===== src/rtl/a_axi_write_response_merger_2_to_1.sv =====
// a_axi_write_response_merger_2_to_1
//
// Merges the AXI4-Lite B channels of two SLRs into one host-facing B channel.
// Every broadcast write produces one response per SLR. Each SLR's responses
// are queued in its own 8-deep FIFO so the SLRs may skew. When both FIFOs
// hold an entry, the two heads are popped together and the worse code
// (numerically larger: DECERR > SLVERR > EXOKAY > OKAY) is loaded into a
// registered output.
//
// Optional feature macro: AXI_B_MISMATCH_DETECT_EN
//   When defined, adds the sticky output resp_mismatch. It sets on any merge
//   whose two heads differ and clears only on ap_rst.
//
// Ports
//   ap_clk                      in   clock, rising edge
//   ap_rst                      in   asynchronous active-high reset
//   s_axi_control_BVALID_slr_k  in   SLR k response valid
//   s_axi_control_BREADY_slr_k  out  SLR k response ready (FIFO k not full)
//   s_axi_control_BRESP_slr_k   in   SLR k response code
//   s_axi_control_BVALID        out  merged response valid to host
//   s_axi_control_BREADY        in   host ready
//   s_axi_control_BRESP         out  merged response code
//   resp_mismatch               out  sticky head mismatch flag (macro only)

module a_axi_write_response_merger_2_to_1 #(
  parameter int C_S_AXI_CONTROL_BRESP_WIDTH = 2,
  parameter int FIFO_ADDR_WIDTH             = 3
) (
  input  logic                                   ap_clk,
  input  logic                                   ap_rst,
  input  logic                                   s_axi_control_BVALID_slr_0,
  output logic                                   s_axi_control_BREADY_slr_0,
  input  logic [C_S_AXI_CONTROL_BRESP_WIDTH-1:0] s_axi_control_BRESP_slr_0,
  input  logic                                   s_axi_control_BVALID_slr_1,
  output logic                                   s_axi_control_BREADY_slr_1,
  input  logic [C_S_AXI_CONTROL_BRESP_WIDTH-1:0] s_axi_control_BRESP_slr_1,
  output logic                                   s_axi_control_BVALID,
  input  logic                                   s_axi_control_BREADY,
  output logic [C_S_AXI_CONTROL_BRESP_WIDTH-1:0] s_axi_control_BRESP
`ifdef AXI_B_MISMATCH_DETECT_EN
  ,
  output logic                                   resp_mismatch
`endif
);

  localparam int W     = C_S_AXI_CONTROL_BRESP_WIDTH;
  localparam int A     = FIFO_ADDR_WIDTH;
  localparam int DEPTH = 1 << A;
  localparam logic [A:0] COUNT_FULL = (A+1)'(DEPTH);

  logic [W-1:0] mem_0 [DEPTH];
  logic [W-1:0] mem_1 [DEPTH];
  logic [A-1:0] wr_ptr_0, rd_ptr_0, wr_ptr_1, rd_ptr_1;
  logic [A:0]   count_0, count_1;

  logic         full_0, full_1, empty_0, empty_1;
  logic         push_0, push_1, merge;
  logic [W-1:0] head_0, head_1, worst;

  assign full_0  = (count_0 == COUNT_FULL);
  assign full_1  = (count_1 == COUNT_FULL);
  assign empty_0 = (count_0 == '0);
  assign empty_1 = (count_1 == '0);

  // Ready is gated by reset so neither SLR can hand off a response that the
  // reset is about to discard.
  assign s_axi_control_BREADY_slr_0 = ~ap_rst & ~full_0;
  assign s_axi_control_BREADY_slr_1 = ~ap_rst & ~full_1;

  assign push_0 = s_axi_control_BVALID_slr_0 & s_axi_control_BREADY_slr_0;
  assign push_1 = s_axi_control_BVALID_slr_1 & s_axi_control_BREADY_slr_1;

  // Both FIFOs always pop together, so responses pair strictly in order.
  // The output register may reload in the same cycle it is handed off.
  assign merge = ~empty_0 & ~empty_1 & (~s_axi_control_BVALID | s_axi_control_BREADY);

  // Heads come from registered state only. A new entry becomes visible the
  // cycle after its push, so there is no bypass path.
  assign head_0 = mem_0[rd_ptr_0];
  assign head_1 = mem_1[rd_ptr_1];
  assign worst  = (head_0 > head_1) ? head_0 : head_1;

  // Storage needs no reset; counts and pointers define what is valid.
  always_ff @(posedge ap_clk) begin
    if (push_0) mem_0[wr_ptr_0] <= s_axi_control_BRESP_slr_0;
    if (push_1) mem_1[wr_ptr_1] <= s_axi_control_BRESP_slr_1;
  end

  always_ff @(posedge ap_clk or posedge ap_rst) begin
    if (ap_rst) begin
      wr_ptr_0 <= '0;
      rd_ptr_0 <= '0;
      count_0  <= '0;
    end else begin
      if (push_0) wr_ptr_0 <= wr_ptr_0 + 1'b1;
      if (merge)  rd_ptr_0 <= rd_ptr_0 + 1'b1;
      case ({push_0, merge})
        2'b10:   count_0 <= count_0 + 1'b1;
        2'b01:   count_0 <= count_0 - 1'b1;
        default: count_0 <= count_0;
      endcase
    end
  end

  always_ff @(posedge ap_clk or posedge ap_rst) begin
    if (ap_rst) begin
      wr_ptr_1 <= '0;
      rd_ptr_1 <= '0;
      count_1  <= '0;
    end else begin
      if (push_1) wr_ptr_1 <= wr_ptr_1 + 1'b1;
      if (merge)  rd_ptr_1 <= rd_ptr_1 + 1'b1;
      case ({push_1, merge})
        2'b10:   count_1 <= count_1 + 1'b1;
        2'b01:   count_1 <= count_1 - 1'b1;
        default: count_1 <= count_1;
      endcase
    end
  end

  always_ff @(posedge ap_clk or posedge ap_rst) begin
    if (ap_rst) begin
      s_axi_control_BVALID <= 1'b0;
      s_axi_control_BRESP  <= '0;
    end else if (merge) begin
      s_axi_control_BVALID <= 1'b1;
      s_axi_control_BRESP  <= worst;
    end else if (s_axi_control_BREADY) begin
      s_axi_control_BVALID <= 1'b0;
    end
  end

`ifdef AXI_B_MISMATCH_DETECT_EN
  always_ff @(posedge ap_clk or posedge ap_rst) begin
    if (ap_rst) begin
      resp_mismatch <= 1'b0;
    end else if (merge && (head_0 != head_1)) begin
      resp_mismatch <= 1'b1;
    end
  end
`endif

endmodule


===== config.mk =====
export PLATFORM = sky130hd
export DESIGN_NAME = a_axi_write_response_merger_2_to_1
export DESIGN_NICKNAME = d
export VERILOG_FILES = /design/src/rtl/a_axi_write_response_merger_2_to_1.sv
export SDC_FILE = /design/constraint.sdc
export NUM_CORES = 1
export LEC_CHECK = 0
export ABC_AREA = 0
export BUFFER_PORTS_ARGS = -buffer_cell sky130_fd_sc_hd__buf_2
export CELL_PAD_IN_SITES_DETAIL_PLACEMENT = 1
export CELL_PAD_IN_SITES_GLOBAL_PLACEMENT = 2
export CORE_UTILIZATION = 35
export DETAILED_ROUTE_END_ITERATION = 10
export MAX_ROUTING_LAYER = met4
export PLACE_DENSITY = 0.76
export SETUP_SLACK_MARGIN = 0.3
export SLEW_MARGIN = 20
export SYNTH_ARGS = -nofsm -noshare
export SYNTH_HDL_FRONTEND = slang
export SYNTH_SLANG_ARGS = --single-unit
export TNS_END_PERCENT = 20

===== constraint.sdc =====
create_clock -name ap_clk -period 2.8 [get_ports ap_clk]
set_input_delay 0.56 -clock ap_clk [delete_from_list [all_inputs] [get_ports ap_clk]]
set_output_delay 0.56 -clock ap_clk [all_outputs]
set_load 0.005 [all_outputs]

==> impl_results.md <==
* Power density over cell area at 1018 mW/mm^2
* Post-placement setup slack at 0.3282 ns
* CP Max Fanout at 6
* Clock Power Share at 17.6%
* Top cell type's share of synthesized area at 36.71%
* Slew margin rel. at 71.97%
* Crit. End Element: flop
* Largest net degree at the start of global routing at 24
* Final Slew Violations at 0
* Max H-tree Level at 2
* Clk buf depth at 2
* VDD IR max at 0.3746 mV
* Initial antenna violation count at 0
* Vias at 1,447
* Fraction of registers with async set/reset at 41.82%
* DRT Pass-1 Iters at 4
* Avg Cell Area, Syn at 14.38 um^2
* Post-DP Area at 0.002810 mm^2
* Top-Level Pins at 14
* Hpwl dp at 3.267 mm
* Tightest Pin Transition at 0.4172 ns
* EDFF count, synth at 32
* Die area at 0.007829 mm^2
* Later-pin clock latency in the skew report at 0.31 ns
* Seq/Total Area, Yosys at 58.70%
* Non-Filler Instances at 302
* Detailed Route Iter0 Violations at 65
* Number of vias per cell at 4.791
* Area grow syn2layout at 11.66%
* DRC Markers at 0
* Total GRT Usage at 12.81%
* RD Place Congestion at 0.7450
* Share of post-route cells with drive strength above 1 at 20.20%
* Crit path DAT at 2.60 ns
* Inst Count DP at 294
* Reg clk slew, reported paths at 0.10 ns
* Setup crit start kind: flop
* Grt ovf at 0
* Crit Path Class: reg -> reg
* Ranking of synthesized cells by area: edfxtp_1 37%, dfrtp_1 22%, ha_1 6.2%
* Worst min-delay path class: in -> async
* Port Buffer Count at 13
* Sequential power share at 46.6%
* Antenna diode count at 0
* Cts bufs inserted at 5
* Int Pwr at 0.001927 W
* Hold WS at 0.3194 ns
* Wire per inst at 14.75 um
* Final WL at 4.455 mm
* PnR worst setup slack at 0.4379 ns
* Commonest cells post-synth: 32 x edfxtp_1, 23 x dfrtp_1, 15 x nor2_1, 13 x ha_1, 12 x xor2_1
* Row cnt at 31
* Fmax at 0.4233 GHz
* Hold_buf cts at 0
* Synth cell types at 33
* Core Area at 0.007253 mm^2
* Logic gate share of total power at 35.8%
* Setup violations, final at 0
* Post-synthesis cell count at 182
* Root Buffer Master: clkbuf_8
* Global-route wire length before repair at 7.245 mm
* Top-count cell post-synth: edfxtp_1
* Synthesis warning total at 0
* Final net count at 224
* Leading area contributor after synthesis: edfxtp_1
* Die Wd at 88.48 um
* P_leak at 1.103 nW
* Period Utilization, post-route at 84.36%
* Vias in the first global route at 1,486
* Starting Density at 36.09%
* Skew final at 0.006395 ns
* R2R setup slack at 0.44 ns
* Final worst path period need at 2.362 ns
* Unrepaired setup endpoints after global routing: yes
* Final Hold Fails at 0
* Die H at 88.48 um
* Run status: finished clean
* # clock sinks at 55
* Sw power at 0.001049 W
* Mapped Nets at 204
* Post-layout instance area at 0.002923 mm^2
* Sw Ratio at 35.26%
* Primary FF master, synth: edfxtp_1
* Worst EP required at 3.04 ns
* Setup tns final at 0 ns
* CTS tree: done
* Max cap viols at 0
* Seq cells post-synth at 55
* DRT antenna net count at 0
* Netlist Area Pre-Place at 0.002618 mm^2
==> timing repair <==
item                                    4_1_cts  5_1_grt
setup buffers                                 0        0
endpoints found under the setup margin        0        2
gates resized for setup                       0        2
endpoints found under the hold margin         0        0
==> power groups by stage <==
stage	Combinational [W]	Sequential (W)	Clock [W]
6_report	0.00107	0.00139	0.000524
5_1_grt	0.00121	0.00143	0.000564
4_1_cts	0.00108	0.00139	0.000542
3_5_place_dp	0.00107	0.00140	0
3_3_place_gp	0.00104	0.00140	0
2_1_floorplan	0.000952	0.00128	0
==> final timing paths <==
path	depth (start not counted)	to	startpoint
setup / recovery	7	s_axi_control_BRESP[0]	rd_ptr_0[0]
hold / removal	3	count_1[3]	ap_rst
setup reg to reg	7	s_axi_control_BRESP[0]	rd_ptr_0[0]
hold reg to reg	1	wr_ptr_0[0]	wr_ptr_0[0]
max in group asynchronous	3	rd_ptr_1[0]	ap_rst
min in group ap_clk	1	wr_ptr_0[0]	wr_ptr_0[0]
==> registers in the layout, indices dropped and copies added (netlist names) <==
register	flops
mem_0	16
mem_1	16
count_0	4
count_1	4
rd_ptr_0	3
rd_ptr_1	3
wr_ptr_0	3
wr_ptr_1	3
s_axi_control_BRESP	2
s_axi_control_BVALID	1
==> critical path, cell delays in order, from the launching register on <==
cell and delay [ns]:
dfrtp_2 0.47, mux4_2 0.52, mux2i_1 0.29, ha_1 0.29, inv_1 0.06, o22ai_1 0.09
or4_1 0.43, o221ai_2 0.14
==> layout make-up <==
class	instances	area [um^2]
Clock inverter	2	37.54
Inverter	7	26.28
Fill cell	761	4330
Multi-Input combinational cell	116	1028
Tap cell	99	123.9
Timing Repair Buffer	17	95.09
Sequential cell	55	1539
Clock buffer	6	72.57
==> cells by family after synthesis <==
kind of cell / Yosys count / synth area share (%)
xor+xnor: 18 / 6.023
flops: 55 / 58.70
mux: 19 / 11.71
buf+inv: 11 / 2.008
simple gates: 51 / 11.66
compound gates: 15 / 3.681
fa+ha+maj: 13 / 6.214
==> layer usage <==
metal / share of wire [%] / global-route usage, % / wire length, um
met2: 48 / 19.79 / 2145
met1: 47 / 16.72 / 2116
met3: 2.2 / 2.519 / 97
met5: 0 / - / 0
met4: 2.2 / 4.839 / 96
==> per-stage QoR <==
stage               total power [W]  util (%)
floorplan                  0.002228         -
global placement           0.002434     38.74
detailed placement         0.002479     38.74
CTS                        0.003013     40.26
global route               0.003204     40.30
finish                     0.002976     40.30
==> cells in the final DEF (no fill, tap or decap), drive strengths merged <==
cell type / n
nand2: 8
mux2: 7
nand3b: 2
nor3: 7
bufinv: 1
mux4: 8
inv: 7
nor2: 15
xor2: 12
nor2b: 2
clkbuf: 6
o221ai: 1
or4: 1
dfrtp: 23
mux2i: 4
ha: 13
and3b: 2
nor4: 2
and2b: 1
clkinvlp: 1
nor3b: 2
nand2b: 8
o21ai: 4
o22ai: 1
xnor2: 6
buf: 17
nand3: 1
o21bai: 1
a21oi: 8
edfxtp: 32
No activity file was read; power rests on OpenSTA's default activity.
